`config.mk`:
```
export PLATFORM = sky130hd
export DESIGN_NAME = req_arbiter_8
export DESIGN_NICKNAME = d
export VERILOG_FILES = /design/src/rtl/req_arbiter_8.sv
export SDC_FILE = /design/constraint.sdc
export NUM_CORES = 1
export LEC_CHECK = 0
export CAP_MARGIN = 20
export CORE_MARGIN = 2
export CORE_UTILIZATION = 30
export DETAILED_ROUTE_END_ITERATION = 16
export MAX_ROUTING_LAYER = met4
export PLACE_DENSITY = 0.58
export SETUP_SLACK_MARGIN = 0.4
export SLEW_MARGIN = 20
export SYNTH_ARGS = -nofsm -noshare
export SYNTH_HDL_FRONTEND = slang
export SYNTH_SLANG_ARGS = --single-unit
```
`constraint.sdc`:
```
create_clock -name clk -period 7.1 [get_ports clk]
set_input_delay 2.13 -clock clk [delete_from_list [all_inputs] [get_ports clk]]
set_output_delay 2.13 -clock clk [all_outputs]
set_load 0.005 [all_outputs]
```
`src/rtl/req_arbiter_8.sv`:
```
// Eight-way request arbiter for a shared resource. Grants one requester at a time
// (fixed or round-robin priority) and holds it until release or hold timeout.
module req_arbiter_8 #(
  parameter int RR_EN    = 1,
  parameter int MAX_HOLD = 16
) (
  input  logic       clk,
  input  logic       rst,
  input  logic       en,
  input  logic [7:0] req,
  output logic [7:0] grant,
  output logic [2:0] grant_idx,
  output logic       grant_valid,
  output logic       timed_out
);

  typedef enum logic {IDLE, GRANT} state_t;

  localparam logic [7:0] HOLD_LAST = 8'(MAX_HOLD - 1);

  state_t     state;
  logic [7:0] hold_cnt;
  logic [2:0] last_idx;
  logic [2:0] base;
  logic [2:0] cand;
  logic [2:0] winner;

  // Search starts just below base and wraps down to base itself; fixed mode
  // pins base at 0 so the order is always 7..0.
  always_comb begin
    base   = (RR_EN != 0) ? last_idx : 3'd0;
    cand   = 3'd0;
    winner = 3'd0;
    for (int k = 8; k >= 1; k--) begin
      cand = base - 3'(k);
      if (req[cand]) winner = cand;
    end
  end

  always_ff @(posedge clk) begin
    if (rst) begin
      state       <= IDLE;
      grant       <= 8'h00;
      grant_idx   <= 3'd0;
      grant_valid <= 1'b0;
      timed_out   <= 1'b0;
      hold_cnt    <= 8'd0;
      last_idx    <= 3'd0;
    end else begin
      timed_out <= 1'b0;
      case (state)
        IDLE: begin
          if (en && (req != 8'h00)) begin
            state       <= GRANT;
            grant       <= 8'b1 << winner;
            grant_idx   <= winner;
            grant_valid <= 1'b1;
            hold_cnt    <= 8'd0;
          end
        end
        GRANT: begin
          if (!req[grant_idx]) begin
            state       <= IDLE;
            grant       <= 8'h00;
            grant_valid <= 1'b0;
            last_idx    <= grant_idx;
          end else if (hold_cnt == HOLD_LAST) begin
            state       <= IDLE;
            grant       <= 8'h00;
            grant_valid <= 1'b0;
            timed_out   <= 1'b1;
            last_idx    <= grant_idx;
          end else begin
            hold_cnt <= hold_cnt + 8'd1;
          end
        end
        default: state <= IDLE;
      endcase
    end
  end

endmodule
```
Yosys cells after proc, flatten, opt, wreduce, memory -nomap -nowiden:

Cells that the tools add are included.

* logic and storage cells: 85
* register bits: 25

* bitwise gates (word level): 2
* shift-type cells: 1
* magnitude comparators: 9
* add/subtract/negate cells: 8
* muxes and demuxes: 45
* equality and inequality tests: 6
* reductions and logical operators: 7

Operator list (number)
* 8-bit 2-to-1 mux: 6
* 3-bit by 4-bit less-than comparator with 1-bit output, second input constant: 9
* 8-bit one-hot mux with 2 select lines: 2
* 3-bit 2-to-1 mux: 10
* 1-bit binary-select mux with 3-bit select: 9
* 1-bit 2-to-1 mux: 16
* 3-bit subtractor, second input constant: 4
* 8-bit by 1-bit adder with 8-bit output, second input constant: 1
* 8-bit by 4-bit equality test with 1-bit output, second input constant: 1
* 8-bit nonzero test: 1
* 1-bit by 3-bit << shifter with 8-bit output, first input constant: 1
* 2-bit AND reduction: 3
* 3-bit by 2-bit subtractor with 3-bit output, second input constant: 2
* 2-bit by 1-bit != test with 1-bit output, second input constant: 2
* 2-bit != test, second input constant: 2
* 1-bit one-hot mux with 2 select lines: 2
* 3-bit by 2-bit != test with 1-bit output, second input constant: 1
* 3-bit AND reduction: 1
* 3-bit OR reduction: 1
* 3-bit by 1-bit subtractor with 3-bit output, second input constant: 1
* 1-bit inverter: 2
* 1-bit logical AND: 1

Depth between registers and ports, before layout:

* depth in word-level cells: 13
* gate-level depth with buffers: 12
* mapped depth without buffers: 9

Least setup slack after synthesis:

No wires, ideal clock.

* path kind: input -> register
* from: input req[0]
* to: register grant[5]
* path slack: 3.133 ns
* setup time: 0.117 ns
* data arrival time: 3.849 ns
* cell stages on the path: 6
* cells stage by stage: mux4_2 -> mux2_2 -> o41a_1 -> nand4_2 -> a31oi_4 -> a32o_1

* word-level cells in the longest chain between the ends: 13
* elaborated cells on any way between the ends: 35

RTL lines
* start: declaration: RTL line 10 `input logic [7:0] req,`
* 1-bit binary-select mux with 3-bit select: RTL line 36 `if (req[cand]) winner = cand;`
* 1-bit 2-to-1 mux (implied by the code): RTL line 36
* 3-bit 2-to-1 mux (8 in series): RTL line 36
* 1-bit by 3-bit << shifter with 8-bit output: RTL line 55 `grant <= 8'b1 << winner;`
* 8-bit 2-to-1 mux: RTL line 53 `if (en && (req != 8'h00)) begin`
* 8-bit one-hot mux with 2 select lines: RTL line 51 `case (state)`
* end signal: assignment: RTL line 55
* end: declaration: RTL line 11 `output logic [7:0] grant,`

Several ways; a longest one is shown, not always the timed one. The select of a mux whose other input is x is not followed.
A chain may end at the register's enable or synchronous reset.

Final worst setup path:

* from: input req[0]
* to: register grant[1]

The elaborated chain is that of the path after synthesis.

==> qor.yml <==
place:
  place_ws_ns: 2.30
  gp_congestion: 0.822
  port_buffers: 23
  hpwl_mm: 3.19
drt:
  drtIter0Drc: 95
  dr.pass1.iters: 4
  ant_nets: 0
  viasPerCell: 5.29
  drt-wirelength-per-cell_um: 14.8
  vias: 1507
  post-route-drc-count: 0
  drt-total-wl_mm: 4.22
die:
  fp.coreArea_um2: 5920
  die_x_um: 82.3
  fp.dieH_um: 82.3
  die_area_um2: 6770
  start_util_pct: 31.0
  ios: 24
  rows: 28
synthesis:
  synth_top_family_by_area: "multiplexers"
  ys_async_sr_fraction_pct: 0
  synthAdderAreaFrac_pct: 2.04
  synth_mux_area_share_pct: 24.2
  synth-edff-count: 0
  ys_ff_latch: 25
  synthCells: 193
  syn_area_um2: 1840
  syn_area_per_cell_um2: 9.52
  yosysSeqAreaShare_pct: 27.2
  synth_cell_types: 52
  synth-main-ff-cell: "dfxtp_1"
  ys_warn_count: 0
  synth_compound_gate_area_share_pct: 17.1
  synth-xor-area-share_pct: 3.81
  yosys.area_share.simple_pct: 21.0
  synthesis.nets: 207
global_routing:
  grt_overflow: 0
  grt_max_degree: 18
  grt_first_pass_wirelength_mm: 6.85
  grt_pass1_vias: 1444
  track_usage_pct: 13.2
  antenna_found_initial: 0
critical_path:
  arrival_ns: 4.67
  cp_data_required_time_ns: 7.26
  crit_type: "input pin to register"
  setup.worst_path.end_class: "register"
  start_kind: "input pin"
  cp_max_fo: 7
sta:
  finalCriticalPeriod_ns: 4.52
  final.setup.tns_ns: 0
  slew_violations: 0
  rsz0062_at_grt: "false"
  fmax_mhz: 221
  skew_ns: 0.00327
  worstMarginPinSlew_ns: 0.897
  post-route-period-util_pct: 63.6
  setup_slack_ns: 2.58
  final_hold_viol_count: 0
  setup_violations: 0
  relSlewSlack_pct: 40.1
clock_network:
  clkSinkCount: 25
  cts_tree: "done"
  ctsResizeCount: 0
  cts_buffers: 3
  cts-root-buf: "clkbuf_8"
  clk_pin_slew_ns: 0.08
  cts-hold-fix-buffers: 0
  post_cts_buffers: 0
  cts.path.max_buffers: 2
  clk_latency_ns: 0.26
  htreeDepth: 1
layout:
  antenna_cells: 0
  final_cell_mix: "dfxtp_1, nor2_1, clkdlybuf4s50_1"
  nNetsFinal: 225
  mostFrequentLayoutCell: "dfxtp_1"
  syn2layout_area_growth_pct: 16.8
  drive_gt1_share_pct: 14.8
power:
  peakVddDrop_v: 0.0000962
  p_leak_nw: 0.759
  powerDensity_nw_per_um2: 161
status:
  status: "finished, final reports clean"
flow_run:
  cap_violations: 0
min_path:
  hold_path.class: "register to register"
[final timing paths]
check	startpoint	cells after the start	to	slack, ns
setup / recovery	req[0]	8	grant[1]$_SDFFE_PP0P_	2.58
hold / removal	grant[6]$_SDFFE_PP0P_	2	grant[6]$_SDFFE_PP0P_	0.46
setup reg to reg	base[0]$_SDFFE_PP0P_	9	grant[1]$_SDFFE_PP0P_	3.26
hold reg to reg	grant[6]$_SDFFE_PP0P_	2	grant[6]$_SDFFE_PP0P_	0.46
[routing by layer]
| metal | share of wire, % | routed length [um] | GRT usage [%] |
|---|---|---|---|
| met1 | 46 | 1940 | 17.3 |
| met2 | 50 | 2130 | 22.3 |
| met3 | 2.6 | 110 | 1.96 |
| met4 | 0.95 | 40 | 1.67 |
| met5 | 0 | 0 | - |
[Yosys cell counts, types with 2 or more instances]
cell type | count | area share, %
nor3_1 | 2 | 0.54
inv_1 | 6 | 1.2
a21oi_1 | 7 | 1.9
mux2_2 | 3 | 1.8
xor2_1 | 6 | 2.9
dfxtp_1 | 25 | 27
a31oi_1 | 2 | 0.68
nand2b_1 | 8 | 2.7
nor4_1 | 3 | 1.0
buf_6 | 3 | 1.8
xnor2_1 | 2 | 0.95
mux4_2 | 12 | 15
nand4_1 | 3 | 1.0
nand2_1 | 16 | 3.3
nor2b_1 | 2 | 0.68
mux2i_1 | 14 | 7.6
nor2_1 | 24 | 4.9
ha_1 | 3 | 2.0
clkbuf_1 | 6 | 1.2
a32o_1 | 4 | 2.2
nand3_1 | 7 | 1.9
o21ai_1 | 5 | 1.4
[layout make-up]
type	count	area [um2]
Clock buffer	4	45.0
Multi-Input combinational cell	151	1250
Timing Repair Buffer	23	230
Inverter	7	26.3
Fill cell	586	3770
Sequential cell	25	500
Tap cell	75	93.8
[report_power, final]
| group | internal, mW | leakage (nW) | switching (mW) | total (mW) |
|---|---|---|---|---|
| clock | 0.0400 | 0.0228 | 0.0415 | 0.0815 |
| combinational | 0.0520 | 0.534 | 0.0554 | 0.107 |
| sequential | 0.147 | 0.203 | 0.00910 | 0.156 |
| total | 0.239 | 0.759 | 0.106 | 0.345 |
[per-stage QoR]
stage          hold slack, ns  power, mW  cell area (um2)  utilization (%)  cells
6_report                0.458      0.345             2150             36.3    285
4_1_cts                 0.463      0.350             2150             36.3    285
2_1_floorplan           0.445      0.233             1840                -    193
5_1_grt                 0.481      0.365             2150             36.3    285
3_3_place_gp            0.447      0.266             2100             35.5    281
3_5_place_dp            0.450      0.266             2100             35.5    281
[worst max-delay path, cell delays in order]
cell	delay, ns
clkdlybuf4s50_1	0.53
mux4_2	0.59
nor2b_4	0.16
o211ai_2	0.18
o221ai_2	0.11
a221oi_2	0.56
inv_1	0.13
a32o_1	0.28
[sequential cells by signal, indices dropped and copies added, names as in the netlist]
name	cells
base	3
grant	8
grant_idx	3
grant_valid	1
hold_cnt	8
state	1
timed_out	1
[cells by family after synthesis]
group                      after synthesis
DFF                                     25
adders and majority gates                3
xor gates and xnor gates                 8
muxes                                   29
AOI/OAI and AO/OA                       37
and+or+nand+nor                         74
buffers and inverters                   17
(Power assumes the default switching activity.)
